$ cat src/rtl/sobeob_pkg.sv
// Shared definitions for the SOB/EOB broadcast: command codes, decoder states
// and error-flag bit positions. The dispatcher encodes with the same constants.
package sobeob_pkg;

  localparam logic [1:0] CMD_NONE = 2'b00;
  localparam logic [1:0] CMD_BAD  = 2'b01;
  localparam logic [1:0] CMD_EOB  = 2'b10;
  localparam logic [1:0] CMD_SOB  = 2'b11;

  typedef enum logic {
    IDLE = 1'b0,
    RUN  = 1'b1
  } state_t;

  localparam int ERR_BITS     = 4;
  localparam int ERR_EOB_IDLE = 0;
  localparam int ERR_SOB_RUN  = 1;
  localparam int ERR_BAD      = 2;
  localparam int ERR_TS_SAT   = 3;

  // A code acts once: it must be non-idle and differ from the code before it.
  function automatic logic isNewCmd(input logic [1:0] cmdQ, input logic [1:0] cmdQq);
    return (cmdQ != CMD_NONE) && (cmdQ != cmdQq);
  endfunction

endpackage

$ cat src/rtl/sobeob_cmd_decode.sv
// Two-stage capture of the {ECRST,BCRST} pair with change detection, producing
// one-hot single-cycle SOB/EOB/BAD command indications.
module sobeob_cmd_decode
  import sobeob_pkg::*;
(
  input  logic clk,
  input  logic reset,
  input  logic i_ecrst,
  input  logic i_bcrst,
  output logic o_isSob,
  output logic o_isEob,
  output logic o_isBad
);

  logic [1:0] r_cmdQ;
  logic [1:0] r_cmdQq;
  logic       w_newCmd;

  always_ff @(posedge clk or posedge reset) begin
    if (reset) begin
      r_cmdQ  <= CMD_NONE;
      r_cmdQq <= CMD_NONE;
    end else begin
      r_cmdQ  <= {i_ecrst, i_bcrst};
      r_cmdQq <= r_cmdQ;
    end
  end

  assign w_newCmd = isNewCmd(r_cmdQ, r_cmdQq);
  assign o_isSob  = w_newCmd && (r_cmdQ == CMD_SOB);
  assign o_isEob  = w_newCmd && (r_cmdQ == CMD_EOB);
  assign o_isBad  = w_newCmd && (r_cmdQ == CMD_BAD);

endmodule

$ cat src/rtl/sobeob_decoder.sv
// Receive-side SOB/EOB decoder: rebuilds burst level, strobes, in-burst
// timestamp, burst counter and EOB length, and flags protocol violations.
module sobeob_decoder
  import sobeob_pkg::*;
#(
  parameter int TS_WIDTH  = 32,
  parameter int BID_WIDTH = 16
) (
  input  logic                 clk,
  input  logic                 reset,
  input  logic                 ECRST,
  input  logic                 BCRST,
  input  logic                 ERR_CLR,
  output logic                 BURST,
  output logic                 SOB_PULSE,
  output logic                 EOB_PULSE,
  output logic [TS_WIDTH-1:0]  TIMESTAMP,
  output logic [BID_WIDTH-1:0] BURST_ID,
  output logic [TS_WIDTH-1:0]  EOB_TS,
  output logic [ERR_BITS-1:0]  ERR_FLAGS
);

  localparam logic [TS_WIDTH-1:0]  TS_ONE  = 1;
  localparam logic [BID_WIDTH-1:0] BID_ONE = 1;

  logic w_isSob;
  logic w_isEob;
  logic w_isBad;

  state_t r_state;
  state_t w_nextState;

  logic                 r_burst;
  logic                 r_sobPulse;
  logic                 r_eobPulse;
  logic [TS_WIDTH-1:0]  r_timestamp;
  logic [BID_WIDTH-1:0] r_burstId;
  logic [TS_WIDTH-1:0]  r_eobTs;
  logic [ERR_BITS-1:0]  r_err;

  logic                w_sobSet;
  logic                w_eobSet;
  logic                w_tsRestart;
  logic                w_tsAdvance;
  logic                w_tsMax;
  logic [ERR_BITS-1:0] w_errSet;

  sobeob_cmd_decode u_cmdDecode (
    .clk     (clk),
    .reset   (reset),
    .i_ecrst (ECRST),
    .i_bcrst (BCRST),
    .o_isSob (w_isSob),
    .o_isEob (w_isEob),
    .o_isBad (w_isBad)
  );

  assign w_tsMax = &r_timestamp;

  always_ff @(posedge clk or posedge reset) begin
    if (reset) begin
      r_state <= IDLE;
    end else begin
      r_state <= w_nextState;
    end
  end

  // A repeated SOB inside a burst restarts it rather than being dropped.
  always_comb begin
    w_nextState = r_state;
    w_sobSet    = 1'b0;
    w_eobSet    = 1'b0;
    w_tsRestart = 1'b0;
    w_tsAdvance = 1'b0;
    w_errSet    = '0;
    unique case (r_state)
      IDLE: begin
        if (w_isSob) begin
          w_nextState = RUN;
          w_sobSet    = 1'b1;
          w_tsRestart = 1'b1;
        end else if (w_isEob) begin
          w_errSet[ERR_EOB_IDLE] = 1'b1;
        end
      end
      RUN: begin
        if (w_isSob) begin
          w_errSet[ERR_SOB_RUN] = 1'b1;
          w_sobSet              = 1'b1;
          w_tsRestart           = 1'b1;
        end else begin
          w_tsAdvance = 1'b1;
          if (w_isEob) begin
            w_nextState = IDLE;
            w_eobSet    = 1'b1;
          end
        end
      end
    endcase
    if (w_isBad) begin
      w_errSet[ERR_BAD] = 1'b1;
    end
    if (w_tsAdvance && w_tsMax) begin
      w_errSet[ERR_TS_SAT] = 1'b1;
    end
  end

  // EOB_TS captures the count before this edge's increment.
  always_ff @(posedge clk or posedge reset) begin
    if (reset) begin
      r_burst     <= 1'b0;
      r_sobPulse  <= 1'b0;
      r_eobPulse  <= 1'b0;
      r_timestamp <= '0;
      r_burstId   <= '0;
      r_eobTs     <= '0;
      r_err       <= '0;
    end else begin
      r_burst    <= (w_nextState == RUN);
      r_sobPulse <= w_sobSet;
      r_eobPulse <= w_eobSet;
      if (w_tsRestart) begin
        r_timestamp <= '0;
      end else if (w_tsAdvance && !w_tsMax) begin
        r_timestamp <= r_timestamp + TS_ONE;
      end
      if (w_sobSet) begin
        r_burstId <= r_burstId + BID_ONE;
      end
      if (w_eobSet) begin
        r_eobTs <= r_timestamp;
      end
      r_err <= (ERR_CLR ? '0 : r_err) | w_errSet;
    end
  end

  assign BURST     = r_burst;
  assign SOB_PULSE = r_sobPulse;
  assign EOB_PULSE = r_eobPulse;
  assign TIMESTAMP = r_timestamp;
  assign BURST_ID  = r_burstId;
  assign EOB_TS    = r_eobTs;
  assign ERR_FLAGS = r_err;

endmodule

$ cat config.mk
export PLATFORM = sky130hd
export DESIGN_NAME = sobeob_decoder
export DESIGN_NICKNAME = d
export VERILOG_FILES = /design/src/rtl/sobeob_pkg.sv /design/src/rtl/sobeob_cmd_decode.sv /design/src/rtl/sobeob_decoder.sv
export SDC_FILE = /design/constraint.sdc
export NUM_CORES = 1
export LEC_CHECK = 0
export BUFFER_PORTS_ARGS = -buffer_cell sky130_fd_sc_hd__buf_2
export CAP_MARGIN = 20
export CELL_PAD_IN_SITES_DETAIL_PLACEMENT = 0
export CELL_PAD_IN_SITES_GLOBAL_PLACEMENT = 1
export CORE_AREA = 2 2 70 139
export DETAILED_ROUTE_END_ITERATION = 6
export DIE_AREA = 0 0 72 141
export PLACE_DENSITY = 0.89
export SETUP_SLACK_MARGIN = 0.5
export SYNTH_ARGS = -nofsm -noshare
export SYNTH_HDL_FRONTEND = slang
export SYNTH_HIERARCHICAL = 1
export SYNTH_SLANG_ARGS = --single-unit
$ cat constraint.sdc
create_clock -name clk -period 6.48 [get_ports clk]
set_input_delay 1.296 -clock clk [delete_from_list [all_inputs] [get_ports clk]]
set_output_delay 1.296 -clock clk [all_outputs]
set_load 0.01 [all_outputs]
== Word-level counts from Yosys, hierarchy flattened ==
Cells that the tools add are included.
Storage, ports and cells
  bits in registers: 91
  bits of input ports: 5
  output and inout bits: 87
  logic and storage cells: 43
Cells by class
  add/subtract/negate cells: 2
  eq/ne operators: 4
  muxes and demuxes: 16
  bitwise operators: 2
  reduce and logical (&&, ||, !) cells: 10
Operator list (count)
  32-bit 2-to-1 mux: 2
  32-bit by 1-bit adder with 32-bit output (second input constant): 1
  32-bit AND reduction: 1
  16-bit by 1-bit adder with 16-bit output (second input constant): 1
  1-bit 2-to-1 mux: 12
  1-bit logical AND: 6
  2-bit equality test (second input constant): 2
  4-bit 2-to-1 mux: 1
  4-bit bitwise OR: 1
  2-bit nonzero test: 2
  2-bit by 1-bit equality test with 1-bit output (second input constant): 1
  2-bit inequality test: 1
  1-bit one-hot mux with 2 select lines: 1
  1-bit zero test: 1
  1-bit inverter: 1

== Longest topological paths before layout ==
Gate-level depths: netlist of run 1.
  word-level depth: 8
  mapped depth: 8
  depth with buffers taken out: 7

== By module ==
Netlist of run 1, hierarchy kept.
Modules (own cells, without submodules)
  sobeob_decoder: instances 1, cells each 341, area an instance 3893.7 µm², sequential area each 2177.1 µm²
  sobeob_cmd_decode: instances 1, cells each 11, area an instance 140.1 µm², sequential area each 100.1 µm²

== Least setup slack after synthesis of run 1 ==
OpenSTA, ideal clock, no wires.
  kind: reg-to-reg
  start point: register r_timestamp[0] (netlist: TIMESTAMP[0])
  end point: register r_timestamp[0] (netlist: TIMESTAMP[0])
  setup time: 0.132 ns
  arrival time: 2.000 ns
  data required time: 6.348 ns
  setup slack: 4.348 ns
  stages on the path, launching flop included: 8
  path buffers: 1
  period minus slack after synthesis: 2.132 ns
  cell sequence: dfrtp_1 ha_1 nand4_1 or4_4 o21ai_4 buf_6 xor2_1 nor2_1
On the way
  cells in the longest elaborated chain, start to end: 4
  elaborated cells between the ends (all ways): 7
  those cells by class: add/sub (1); mux (2); reduce/logical (4)
RTL lines
  start: declaration: RTL line sobeob_decoder.sv:36  | logic [TS_WIDTH-1:0] r_timestamp;
  start signal: assignment: RTL line sobeob_decoder.sv:125  | r_timestamp <= r_timestamp + TS_ONE;
  branches (longest 4 deep; another with 32-bit by 1-bit adder with 32-bit output)
Several ways; the timed one is not identified. The select of a mux whose other input is x is not followed.
A chain may end at the register's enable or synchronous reset.

== Worst setup path in the final report of run 1 ==
  start point: register u_cmdDecode.r_cmdQ[0]
  end point: register r_eobTs[6] (netlist: EOB_TS[6])
On the way
  elaborated cells between the ends (all ways): 10
  those cells by class: eq/ne (3); mux (3); reduce/logical (4)
RTL lines
  start: declaration: RTL line sobeob_cmd_decode.sv:15  | logic [1:0] r_cmdQ;
  start signal: assignment: RTL line sobeob_cmd_decode.sv:24  | r_cmdQ <= {i_ecrst, i_bcrst};
  2-bit inequality test / 2-bit nonzero test (equally long branches): RTL line sobeob_pkg.sv:23  | return (cmdQ != CMD_NONE) && (cmdQ != cmdQq);
  1-bit logical AND: RTL line sobeob_pkg.sv:23
  1-bit logical AND (*): RTL line sobeob_cmd_decode.sv:30  | assign o_isSob = w_newCmd && (r_cmdQ == CMD_SOB);
  named net w_isSob: RTL line sobeob_decoder.sv:26  | logic w_isSob;
  1-bit 2-to-1 mux (*): RTL line sobeob_decoder.sv:87  | if (w_isSob) begin
  1-bit 2-to-1 mux (*): RTL line sobeob_decoder.sv:76  | unique case (r_state)
  end signal: assignment: RTL line sobeob_decoder.sv:131  | r_eobTs <= r_timestamp;
  end: declaration: RTL line sobeob_decoder.sv:38  | logic [TS_WIDTH-1:0] r_eobTs;
Mark *: on every way through the listed nets, which the timed path passes. The rest lies on a longest branch.

==> impl_metrics.ini, run 1 <==
[logic_synthesis]
synth_edf_count = 0
ys_ff_latch = 91
syn_inst = 352
synth_top_area_share_pct = 56.45
ys_seq_area_share_pct = 56.45
synth.avg_cell_area_um2 = 11.46
yosys_warnings = 6
synthTopCellsByArea = dfrtp_1 (56%), mux2_2 (9.2%), nand4_1 (3.1%), a21oi_1 (3.0%), or3_1 (2.8%)
yosysTopAreaCell = dfrtp_1
synth.distinct_cells = 41
syn_area_um2 = 4034
synth_flop_cell = dfrtp_1
synthArstFlopShare_pct = 100.0
syn_nets = 359

[timing]
setup-tns-final_ns = 0
maxSlewHeadroom_pct = 63.13
tightest_slew_ns = 0.5490
hold_viol_final = 0
period_share_pct = 38.61
setup_viol = 0
skew_ns = 0.005263
min_period_ns = 2.502
slew_violations = 0
rsz0062_at_grt = no
whs_ns = 0.4136
fmax_mhz = 399.7

[floorplanning]
rows = 50
die-area_um2 = 10150
die-height_um = 141
start_util_pct = 43.86
ioPinCount = 92
die_w_um = 72
core_area_um2 = 9196

[place]
gp_congestion = 0.7847
place_inst = 540
portBuffers = 91
hpwl_mm = 6.359

[grt]
grt_pass1_vias = 3042
track_usage_pct = 19.28
grt_pass1_wl_mm = 15.23
antenna_found_initial = 0
grt_max_degree = 88
gr-total-overflow = 0

[finish]
ff_latch_area_um2 = 2277
multiInputGateArea_um2 = 1674
diodes = 0
final_cells = 556
area_growth_pct = 21.06
layout-drive-gt1-share_pct = 34.51
fill_cells = 838
nNetsFinal = 455

[route]
num_vias = 3145
firstDrtPassIters = 4
drc_errors = 0
wl_per_cell_um = 16.33
via_per_inst = 5.656
wirelength_mm = 9.080
drtAntennaViolNets = 0
drtIter0Drc = 144

[run_status]
outcome = finished, final reports clean

[power_and_ir_drop]
finalPower_mw = 1.283
irDropWorstVdd_v = 0.0001750
power.density_nw_per_um2 = 262.8
p_leak_nw = 2.432

[setup_path]
r2r_cells = 7
critPathArrivalTime_ns = 2.73
critPathCaptureType = register
worstPathMaxFanout = 40
startpoint_type = register
crit_type = register to register
ff2ff_setup_slack_ns = 3.98
worstPathRequired_ns = 6.71

[cts]
cts.sinks = 91
post_cts_buffers = 0
cts_tree = yes
cts_root_buffer = clkbuf_16
cts_max_path_buffers = 2
clk_latency_ns = 0.34
clk_pin_slew_worst_paths_ns = 0.06
cts_hold_buf = 0
h-tree-depth = 3
cts_buffers = 9
ctsResizeCount = 0

[flow_run]
maxCapViolations = 0

[hold_path]
hold_path.class = register to register
whs_path_depth = 0
-- synth_stat cells (2+ instances only) --
library cell and number:
xnor2_1 10, or2_2 4, xor2_1 10, inv_1 9, o31ai_1 6, or4_1 6
clkbuf_1 7, o21ai_1 13, and4_1 2, and3_1 3, nand2_1 23, dfrtp_1 91
nor2_1 18, ha_1 2, o211ai_1 2, nor2b_1 3, o21ai_4 2, a21oi_1 24
and2_1 2, nand3_1 13, or4_4 2, nand4_1 20, o21ai_0 8, nor3_1 3
a22o_1 2, mux2_2 33, nor3b_1 2, or3_1 18, buf_6 2
-- power breakdown --
part	internal (mW)	total, mW	switching (mW)
Combinational	0.0697	0.159	0.0894
Sequential	0.610	0.659	0.0492
Clock	0.266	0.466	0.200
Total	0.945	1.28	0.338
-- per-stage QoR --
stage | utilization (%) | cell area [um2] | setup slack, ns
3_5_place_dp | 49.96 | 4594 | 3.958
3_3_place_gp | 49.96 | 4594 | 4.024
2_1_floorplan | - | 4034 | 2.934
5_1_grt | 53.10 | 4883 | 3.772
6_report | 53.10 | 4883 | 3.978
4_1_cts | 52.80 | 4856 | 3.953
-- kinds of logic (layout without fill, tap and decap cells) --
logic type                 count (synthesis)  in the layout  synth area share (%)
and+or+nand+nor                          124            124                 17.52
AOI/OAI and AO/OA                         63             63                 9.709
adders and majority gates                  2              2                0.6202
buffers and inverters                     19            119                 2.140
muxes                                     33             33                 9.212
xor gates and xnor gates                  20             20                 4.342
DFF                                       91             91                 56.45
-- metal layers --
layer,track usage [%],vias up,share of wire (%)
met3,4.074,13,4.8
met4,7.845,0,2.2
met1,25.27,1568,42
met5,0,-,0
met2,30.80,84,51
li1,-,1480,-
-- path summary, 6_finish.rpt --
kind / startpoint / end
max: u_cmdDecode/r_cmdQ[0] / EOB_TS[6]
min: u_cmdDecode/r_cmdQ[1] / u_cmdDecode/r_cmdQq[1]
max reg2reg: u_cmdDecode/r_cmdQ[0] / EOB_TS[6]
min reg2reg: u_cmdDecode/r_cmdQ[1] / u_cmdDecode/r_cmdQq[1]
max in group asynchronous: reset / TIMESTAMP[26]
min in group asynchronous: reset / u_cmdDecode/r_cmdQ[0]
-- cell type report --
cell class / instances / share of cell area [%]
Clock buffer: 12 / 5.047
Clock inverter: 3 / 0.3075
Inverter: 9 / 0.7174
Multi-Input combinational cell: 242 / 34.28
Sequential cell: 91 / 46.63
Tap cell: 104 / 2.665
Timing Repair Buffer: 95 / 10.35
-- flip-flops by register name, summed over array words and instances (netlist names) --
register / cells
TIMESTAMP: 32
BURST: 1
u_cmdDecode/r_cmdQq: 2
ERR_FLAGS: 4
BURST_ID: 16
EOB_PULSE: 1
SOB_PULSE: 1
EOB_TS: 32
u_cmdDecode/r_cmdQ: 2
-- worst max-delay path: stages, from the launching register on --
cell	delay (ns)
dfrtp_1	0.37
nand2_1	0.08
a21oi_2	0.10
buf_4	0.40
nor2_1	0.20
nand2_1	0.45
buf_4	0.40
mux2_2	0.38
-- layout by cell type (no fill, tap or decap), types with 3 or more instances in the layout --
cell	instances
a21oi_1	23
and3_1	3
buf_2	91
buf_4	3
clkbuf_16	9
clkinv_2	4
dfrtp_1	91
inv_1	8
mux2_2	33
nand2_1	23
nand3_1	13
nand4_1	20
nor2_1	18
nor2b_1	3
nor3_1	3
o21ai_0	8
o21ai_1	13
o31ai_1	6
or2_2	4
or3_1	18
or4_1	6
xnor2_1	10
xor2_1	10
(Power assumes the default switching activity.)
==> run 2, diff against run 1 <==
Settings changed: CORE_AREA 2 2 70 139 to 2 2 73 144, DIE_AREA 0 0 72 141 to 0 0 75 146, PLACE_DENSITY 0.89 to 0.83.
Clock period 6.48 ns to 2.5 ns, I/O delays scaled along.
==> run 2 against run 1 <==
  * Core utilization increased by 3.1 points
  * Cell area grew 12%
  * First-iteration DRC count rose by 24%
  * Critical path depth shrank 1
  * Count of clock-buffer cells in the layout is the same
  * Clock skew increased by 0.0041 ns
  * Die area grew 7.9%
==> impl_metrics.ini, run 2 (same netlist as run 1, synthesis figures left out) <==
[timing]
period_share_pct = 81.16
hold_viol_final = 0
tightest_slew_ns = 0.4610
maxSlewHeadroom_pct = 69.27
min_period_ns = 2.029
fmax_mhz = 492.9
skew_ns = 0.009401
rsz0062_at_grt = yes
setup_viol = 0
setup-tns-final_ns = 0
slew_violations = 0

[grt]
grt_pass1_vias = 3371
track_usage_pct = 20.31
grt_pass1_wl_mm = 16.87
gr-total-overflow = 0
grt_max_degree = 88
antenna_found_initial = 0

[cts]
cts_root_buffer = clkbuf_16
cts_buffers = 9
h-tree-depth = 3
cts_max_path_buffers = 2
clk_pin_slew_worst_paths_ns = 0.06
cts_hold_buf = 0
cts_tree = yes
clk_latency_ns = 0.35
cts.sinks = 91

[power_and_ir_drop]
p_leak_nw = 2.697
power.density_nw_per_um2 = 661.3
irDropWorstVdd_v = 0.0003671

[floorplanning]
ioPinCount = 92
die-area_um2 = 10950
die_w_um = 75
die-height_um = 146
rows = 51
start_util_pct = 41.32
core_area_um2 = 9763

[route]
drtAntennaViolNets = 0
num_vias = 3357
firstDrtPassIters = 5
wl_per_cell_um = 17.06
drtIter0Drc = 178
drc_errors = 0
wirelength_mm = 10.77
via_per_inst = 5.320

[setup_path]
worstPathRequired_ns = 2.71
ff2ff_setup_slack_ns = 0.47
crit_type = register to register
worstPathMaxFanout = 6
critPathCaptureType = register
critPathArrivalTime_ns = 2.24
startpoint_type = register

[finish]
area_growth_pct = 35.95
design_area_um2 = 5484
diodes = 0
final_cell_mix = buf_2 (91), dfrtp_1 (65), buf_4 (44), mux2_2 (33), dfrtp_2 (26)
nNetsFinal = 501
final_common_cell = buf_2
layout-drive-gt1-share_pct = 48.50

[place]
hpwl_mm = 7.343
gp_congestion = 0.8131
post_dp_cell_area_um2 = 4700
portBuffers = 91

[run_status]
outcome = finished, final reports clean

[flow_run]
maxCapViolations = 0

[hold_path]
hold_path.class = input pin to async pin
[run 2: cell count changes in the layout (fill, tap and decap cells not counted), moves of 2 or more]
cell and change:
dfrtp_1 -26, dfrtp_2 +26, nor2_2 +3, clkinvlp_4 +2, nor4_4 +2, nor2_1 -3, buf_6 +2, o21ai_2 +3
buf_4 +41, clkinv_2 -3, o21ai_0 -3, buf_12 +3
[run 2: final timing paths]
| path | depth (start not counted) | end | from |
|---|---|---|---|
| worst max-delay path | 6 | TIMESTAMP[30] | TIMESTAMP[22] |
| worst min-delay path | 2 | u_cmdDecode/r_cmdQ[0] | reset |
| worst max register to register | 6 | TIMESTAMP[30] | TIMESTAMP[22] |
| worst min register to register | 0 | u_cmdDecode/r_cmdQq[1] | u_cmdDecode/r_cmdQ[1] |
| max in group asynchronous | 3 | TIMESTAMP[16] | reset |
| min in group clk | 1 | u_cmdDecode/r_cmdQ[0] | BCRST |
[run 2: worst max-delay path, cell delays in order (launching register included)]
cell and delay (ns):
dfrtp_2 0.40, nand4_1 0.19, or4_4 0.66, o21ai_4 0.28, clkbuf_16 0.20, or3_1 0.10, a21oi_1 0.05
[run 2: power breakdown]
group	switching, mW	leakage (nW)	internal [mW]
clock	0.555	0.143	0.802
combinational	0.299	1.36	0.270
sequential	0.116	1.20	1.58
[run 2: stage by stage]
stage	total power [mW]	worst slack [ns]	hold WS, ns	instances	utilization, %
2_1_floorplan	1.981	0.5272	0.2661	352	-
3_3_place_gp	2.143	0.08908	0.4075	575	48.14
3_5_place_dp	2.172	0.05805	0.4149	575	48.14
4_1_cts	3.598	0.4922	0.05258	604	53.10
5_1_grt	3.779	0.3527	0.06936	631	56.17
6_report	3.627	0.4711	0.05699	631	56.17
[run 2: what timing repair did]
item / 4_1_cts / 5_1_grt
setup endpoints to repair: 29 / 35
pin swaps: 8 / 28
cloned: 0 / 1
setup buffers: 13 / 26
endpoints found under the hold margin: 0 / 0
resized for setup: 10 / 39
[run 2: layout make-up]
cell class	count	area (um2)
fill	868	4279
sequential	91	2310
multi-input combinational	242	1780
timing repair buffer	141	893.4
clock buffer	12	246.5
tap	132	165.2
clock inverter	4	51.30
inverter	9	37.54
[run 2: routing by layer]
layer	GRT usage (%)	part of all wire, %	vias to the layer above
met3	3.601	3.6	19
met4	10.18	3.2	0
li1	-	-	1569
met1	21.62	36	1671
met5	0	0	-
met2	36.36	57	98
